File: src/rtl/gate_sweep_ctrl.sv
// Sweeps all four (a,b) combinations into a two-input all-gates unit and checks its seven outputs.
// Define GATE_SWEEP_STEP_EN to build the PAUSE state, which waits for a step pulse between combinations.
module gate_sweep_ctrl #(
    parameter int SETTLE_CYC = 2
) (
    input  logic       CLOCK_50,
    input  logic       rst,
    input  logic       start,
    input  logic       step,
    output logic       a,
    output logic       b,
    input  logic [6:0] y,
    output logic       busy,
    output logic       done,
    output logic       pass,
    output logic [6:0] err_vec,
    output logic [1:0] fail_idx,
    output logic       fail_valid,
    output logic [1:0] idx
);

    typedef enum logic [2:0] {
        S_IDLE   = 3'd0,
        S_APPLY  = 3'd1,
        S_SETTLE = 3'd2,
        S_CHECK  = 3'd3,
        S_PAUSE  = 3'd4,
        S_DONE   = 3'd5
    } state_t;

    localparam logic [7:0] CNT_LAST = 8'(SETTLE_CYC - 1);

    state_t     r_state;
    state_t     w_state_nxt;
    logic [7:0] r_cnt;
    logic [1:0] r_idx;
    logic [6:0] r_err;
    logic [1:0] r_fidx;
    logic       r_fval;
    logic       r_pass;
    logic       r_busy;
    logic       r_done;

    logic       w_a;
    logic       w_b;
    logic [6:0] w_mism;
    logic       w_settled;
    logic       w_accept;
    logic       w_check;
    logic       w_last;
    logic       w_cnt_run;

    // Truth table ordered {and, or, not a, nand, nor, xor, xnor}.
    function automatic logic [6:0] exp_vec(input logic ia, input logic ib);
        return {ia & ib, ia | ib, ~ia, ~(ia & ib), ~(ia | ib), ia ^ ib, ~(ia ^ ib)};
    endfunction

    // Stimulus comes straight from idx, so a,b stay at 1,1 after a completed sweep.
    assign w_a       = r_idx[1];
    assign w_b       = r_idx[0];
    assign w_mism    = y ^ exp_vec(w_a, w_b);
    assign w_settled = (r_cnt == CNT_LAST);

`ifndef GATE_SWEEP_STEP_EN
    logic w_unused_step;
    assign w_unused_step = step;
`endif

    always_comb begin
        w_state_nxt = r_state;
        case (r_state)
            S_IDLE:   if (start) w_state_nxt = S_APPLY;
            S_APPLY:  w_state_nxt = S_SETTLE;
            S_SETTLE: if (w_settled) w_state_nxt = S_CHECK;
            S_CHECK: begin
                if (r_idx == 2'd3) begin
                    w_state_nxt = S_DONE;
                end else begin
`ifdef GATE_SWEEP_STEP_EN
                    w_state_nxt = S_PAUSE;
`else
                    w_state_nxt = S_APPLY;
`endif
                end
            end
`ifdef GATE_SWEEP_STEP_EN
            S_PAUSE:  if (step) w_state_nxt = S_APPLY;
`endif
            S_DONE:   w_state_nxt = S_IDLE;
            default:  w_state_nxt = S_IDLE;
        endcase
    end

    always_comb begin
        w_accept  = (r_state == S_IDLE) && start;
        w_check   = (r_state == S_CHECK);
        w_last    = (r_idx == 2'd3);
        w_cnt_run = (r_state == S_SETTLE) && !w_settled;
    end

    always_ff @(posedge CLOCK_50) begin
        if (rst) begin
            r_state <= S_IDLE;
            r_cnt   <= 8'd0;
            r_idx   <= 2'd0;
            r_err   <= 7'd0;
            r_fidx  <= 2'd0;
            r_fval  <= 1'b0;
            r_pass  <= 1'b0;
            r_busy  <= 1'b0;
            r_done  <= 1'b0;
        end else begin
            r_state <= w_state_nxt;
            r_busy  <= (w_state_nxt != S_IDLE);
            r_done  <= (w_state_nxt == S_DONE);
            r_cnt   <= w_cnt_run ? r_cnt + 8'd1 : 8'd0;
            if (w_accept) begin
                r_idx  <= 2'd0;
                r_err  <= 7'd0;
                r_fidx <= 2'd0;
                r_fval <= 1'b0;
                r_pass <= 1'b0;
            end
            if (w_check) begin
                r_err <= r_err | w_mism;
                if ((w_mism != 7'd0) && !r_fval) begin
                    r_fidx <= r_idx;
                    r_fval <= 1'b1;
                end
                // The last combination ends the sweep explicitly instead of letting idx wrap.
                if (w_last) r_pass <= ((r_err | w_mism) == 7'd0);
                else        r_idx  <= r_idx + 2'd1;
            end
        end
    end

    assign a          = w_a;
    assign b          = w_b;
    assign busy       = r_busy;
    assign done       = r_done;
    assign pass       = r_pass;
    assign err_vec    = r_err;
    assign fail_idx   = r_fidx;
    assign fail_valid = r_fval;
    assign idx        = r_idx;

endmodule

File: config.mk
export PLATFORM = sky130hd
export DESIGN_NAME = gate_sweep_ctrl
export DESIGN_NICKNAME = d
export VERILOG_FILES = /design/src/rtl/gate_sweep_ctrl.sv
export SDC_FILE = /design/constraint.sdc
export NUM_CORES = 1
export LEC_CHECK = 0
export CAP_MARGIN = 20
export CORE_MARGIN = 2
export CORE_UTILIZATION = 55
export DETAILED_ROUTE_END_ITERATION = 16
export DONT_BUFFER_PORTS = 1
export HOLD_SLACK_MARGIN = 0.05
export PLACE_DENSITY = 0.7
export SKIP_LAST_GASP = 1
export SLEW_MARGIN = 20
export SYNTH_ARGS = -nofsm -noshare
export SYNTH_HDL_FRONTEND = slang
export SYNTH_SLANG_ARGS = --single-unit
File: constraint.sdc
create_clock -name CLOCK_50 -period 3.1 [get_ports CLOCK_50]
set_input_delay 0.93 -clock CLOCK_50 [delete_from_list [all_inputs] [get_ports CLOCK_50]]
set_output_delay 0.93 -clock CLOCK_50 [all_outputs]
set_load 0.02 [all_outputs]
==> impl_metrics.json <==
{
  "standard_cell_area_after_detailed_placement_sq_um": 1200,
  "cts.root.buffer_cell": "clkbuf_4",
  "power.density_cell_area_nw_per_um2": 444,
  "hold_path_class": "reg2reg",
  "finClkSkew_ns": 0.000725,
  "clock_latency_ns": 0.31,
  "holdCritStartpoint": "r_cnt[0]",
  "cts_tree": "built",
  "layout.nets": 140,
  "critPathLaunch": "idx[1]",
  "fill_cells": 213,
  "num_antenna_cells": 0,
  "cts.reportedPaths.clkPinSlew_ns": 0.13,
  "path_buf_inv": 1,
  "drt_pass1_iterations": 4,
  "postCtsResizedCells": 0,
  "startpoint_type": "flop",
  "r2r_start": "idx[1]",
  "synth_seq_cells": 26,
  "post_cts_buffers": 0,
  "setup_tns_ns": 0,
  "grt_use_total_pct": 18.7,
  "die_area_sq_um": 2620,
  "ctsHoldBuffers": 0,
  "signal_arrival_time_at_the_worst_endpoint_ns": 2.33,
  "multiInputGateArea_sq_um": 631,
  "numClockSinks": 26,
  "cts-root-to-sink-buffers": 2,
  "areaGrowthSynthToFinish_pct": -0.000327,
  "async_reset_ff_share_pct": 0,
  "ctsHtreeMaxLevel": 1,
  "switching_power_mw": 0.134,
  "drt-vias-per-instance": 5.82,
  "finalWorstPathRequiredPeriod_ns": 2.11,
  "share_clk_of_total_power_pct": 25.1,
  "postSynthAreaPerCell_sq_um": 9.56,
  "timing.fmax_ghz": 0.475,
  "critical_path_peak_fanout": 7,
  "grt_max_degree": 22,
  "core_area_sq_um": 2150,
  "layout-drive-gt1-share_pct": 9.76,
  "postRouteAntennaNets": 0,
  "number_of_antenna_violations_at_the_first_check_in_global_routing": 0,
  "setup_viol_count_final": 0,
  "power_report.internal_total_mw": 0.410,
  "initial_utilization_pct": 57.0,
  "combinationalPowerShare_pct": 9.5,
  "synth.yosys.warnings": 0,
  "post-route-util_pct": 57.0,
  "timing.critical_path.required_ns": 3.32,
  "avgRoutedWirePerCell_um": 14.6,
  "number_of_global_route_vias_before_repair": 893,
  "synthesis.area_sq_um": 1220,
  "rsz0062_at_grt": "no",
  "timing_worst_setup_path_type": "reg2reg",
  "synth-main-ff-cell": "dfxtp_1",
  "top_level_ports": 28,
  "die_width_um": 51.2,
  "leakage_power_nw": 0.421,
  "sequentialPowerShare_pct": 65.5,
  "power.ir.vdd_worst_mv": 0.320,
  "place_ws_ns": 1.00,
  "hold_violations": 0,
  "overflow": 0,
  "outcome": "complete, no violations",
  "critical_path.max_stage_delay_ns": 0.71,
  "rows": 17,
  "drc": 0,
  "synthCells": 128,
  "routed_via_count": 879,
  "final_power_mw": 0.544,
  "hpwl_um": 1610,
  "endpoint_kind_of_the_worst_setup_timing_path": "flop",
  "wire_length_of_the_first_global_routing_pass_um": 3680,
  "maxCapViolCount": 0,
  "cts_made_buffers": 3,
  "critical_path.cell_chain": "inv_1, ha_1, xor2_1, nor3_1, a31oi_2, o21ba_1",
  "yosys.cell_types.count": 33,
  "buffer_ports.inserted": 0,
  "drv_slew": 0,
  "timing.critical_path.max_delay_family": "flip-flops",
  "post-route-worst-setup-slack_ns": 0.994,
  "sw_frac_of_total_pct": 24.6,
  "design_area_sq_um": 1220,
  "die_height_um": 51.2,
  "total_nets_after_synthesis": 143,
  "worst_slew_margin_rel_pct": 61.2,
  "synth_sequential_area_ratio_pct": 42.5,
  "worstMarginPinSlew_ns": 0.582,
  "cpMaxStageDelayCell": "dfxtp_1",
  "synth_edf_count": 0,
  "wirelength_um": 2200,
  "min_period_over_period_pct": 67.9,
  "place.gp.congestion": 0.775,
  "drt_iter0_drc": 12,
  "sequential_cell_area_sq_um": 520
}
## layout make-up
| class | instances | area share [%] |
|---|---|---|
| multi-input combinational | 90 | 51.5 |
| sequential | 26 | 42.5 |
| tap | 28 | 2.86 |
| clock buffer | 3 | 1.84 |
| inverter | 4 | 1.23 |
## flip-flops by register name, indices dropped and copies added (netlist names)
| register | cells |
|---|---|
| r_cnt | 8 |
| err_vec | 7 |
| r_state | 3 |
| fail_idx | 2 |
| idx | 2 |
| busy | 1 |
| done | 1 |
| fail_valid | 1 |
| pass | 1 |
## kinds of logic after synthesis
logic type / synth area share (%)
and+or+nand+nor: 22.8
DFF: 42.5
AOI/OAI and AO/OA: 12.9
xor gates and xnor gates: 9.30
buffers and inverters: 5.93
adders and majority gates: 4.09
muxes: 2.45
## synth_stat cells, types with 2 or more instances
master    count  area share (%)
dfxtp_1      26              43
nor2_1       22             6.7
xnor2_1       8             5.7
a22oi_2       6             6.1
nor3_1        6             2.5
nand2b_1      5             2.6
xor2_1        5             3.6
ha_1          4             4.1
inv_1         4             1.2
nand2_1       4             1.2
nand3_1       4             1.6
nor4_1        4             2.0
buf_4         3             1.8
mux2i_1       3             2.5
nand3b_1      3             1.8
a21oi_1       2            0.82
buf_6         2             1.8
clkbuf_1      2            0.61
## worst register-to-register path, stage by stage, from the launching register on
cell	delay, ns
dfxtp_1	0.71
inv_1	0.11
ha_1	0.37
xor2_1	0.18
nor3_1	0.26
a31oi_2	0.19
o21ba_1	0.21
## power by group through the flow
stage | combinational [mW] | sequential, mW | clock (mW)
floorplan | 0.0570 | 0.359 | 0
global placement | 0.0503 | 0.364 | 0
detailed placement | 0.0518 | 0.364 | 0
CTS | 0.0519 | 0.356 | 0.142
global route | 0.0574 | 0.358 | 0.155
finish | 0.0515 | 0.356 | 0.136
## stage by stage
step | hold WS (ns) | cells
CTS | 0.500 | 151
detailed placement | 0.466 | 148
floorplan | 0.433 | 128
global placement | 0.449 | 148
global route | 0.524 | 151
finish | 0.489 | 151
## path summary, 6_finish.rpt
| check | end | slack (ns) | cells after the start |
|---|---|---|---|
| hold reg to reg | r_cnt[0] | 0.49 | 1 |
| setup reg to reg | fail_valid | 0.99 | 6 |
| hold / removal | r_cnt[0] | 0.49 | 1 |
| setup / recovery | fail_valid | 0.99 | 6 |
## per-layer routing
metal	share of wire, %	global-route usage [%]	wire (um)	up-vias
met5	0	0	0	-
met4	1.8	11.7	39	0
met3	5.0	4.68	110	4
met2	50	32.3	1100	18
met1	43	20.3	957	427
li1	-	-	-	430
## cells in the final DEF (no fill, tap or decap), drive strengths merged, types with 2 or more instances in the layout
cell and count:
xnor2 8, nand2b 5, mux2i 3, nor3 6, nand3b 3, clkbuf 3, nand2 4, nor4 4
dfxtp 26, nand3 4, a22oi 7, a21oi 2, inv 4, ha 4, nor2 22, xor2 5
(Power assumes the default switching activity.)
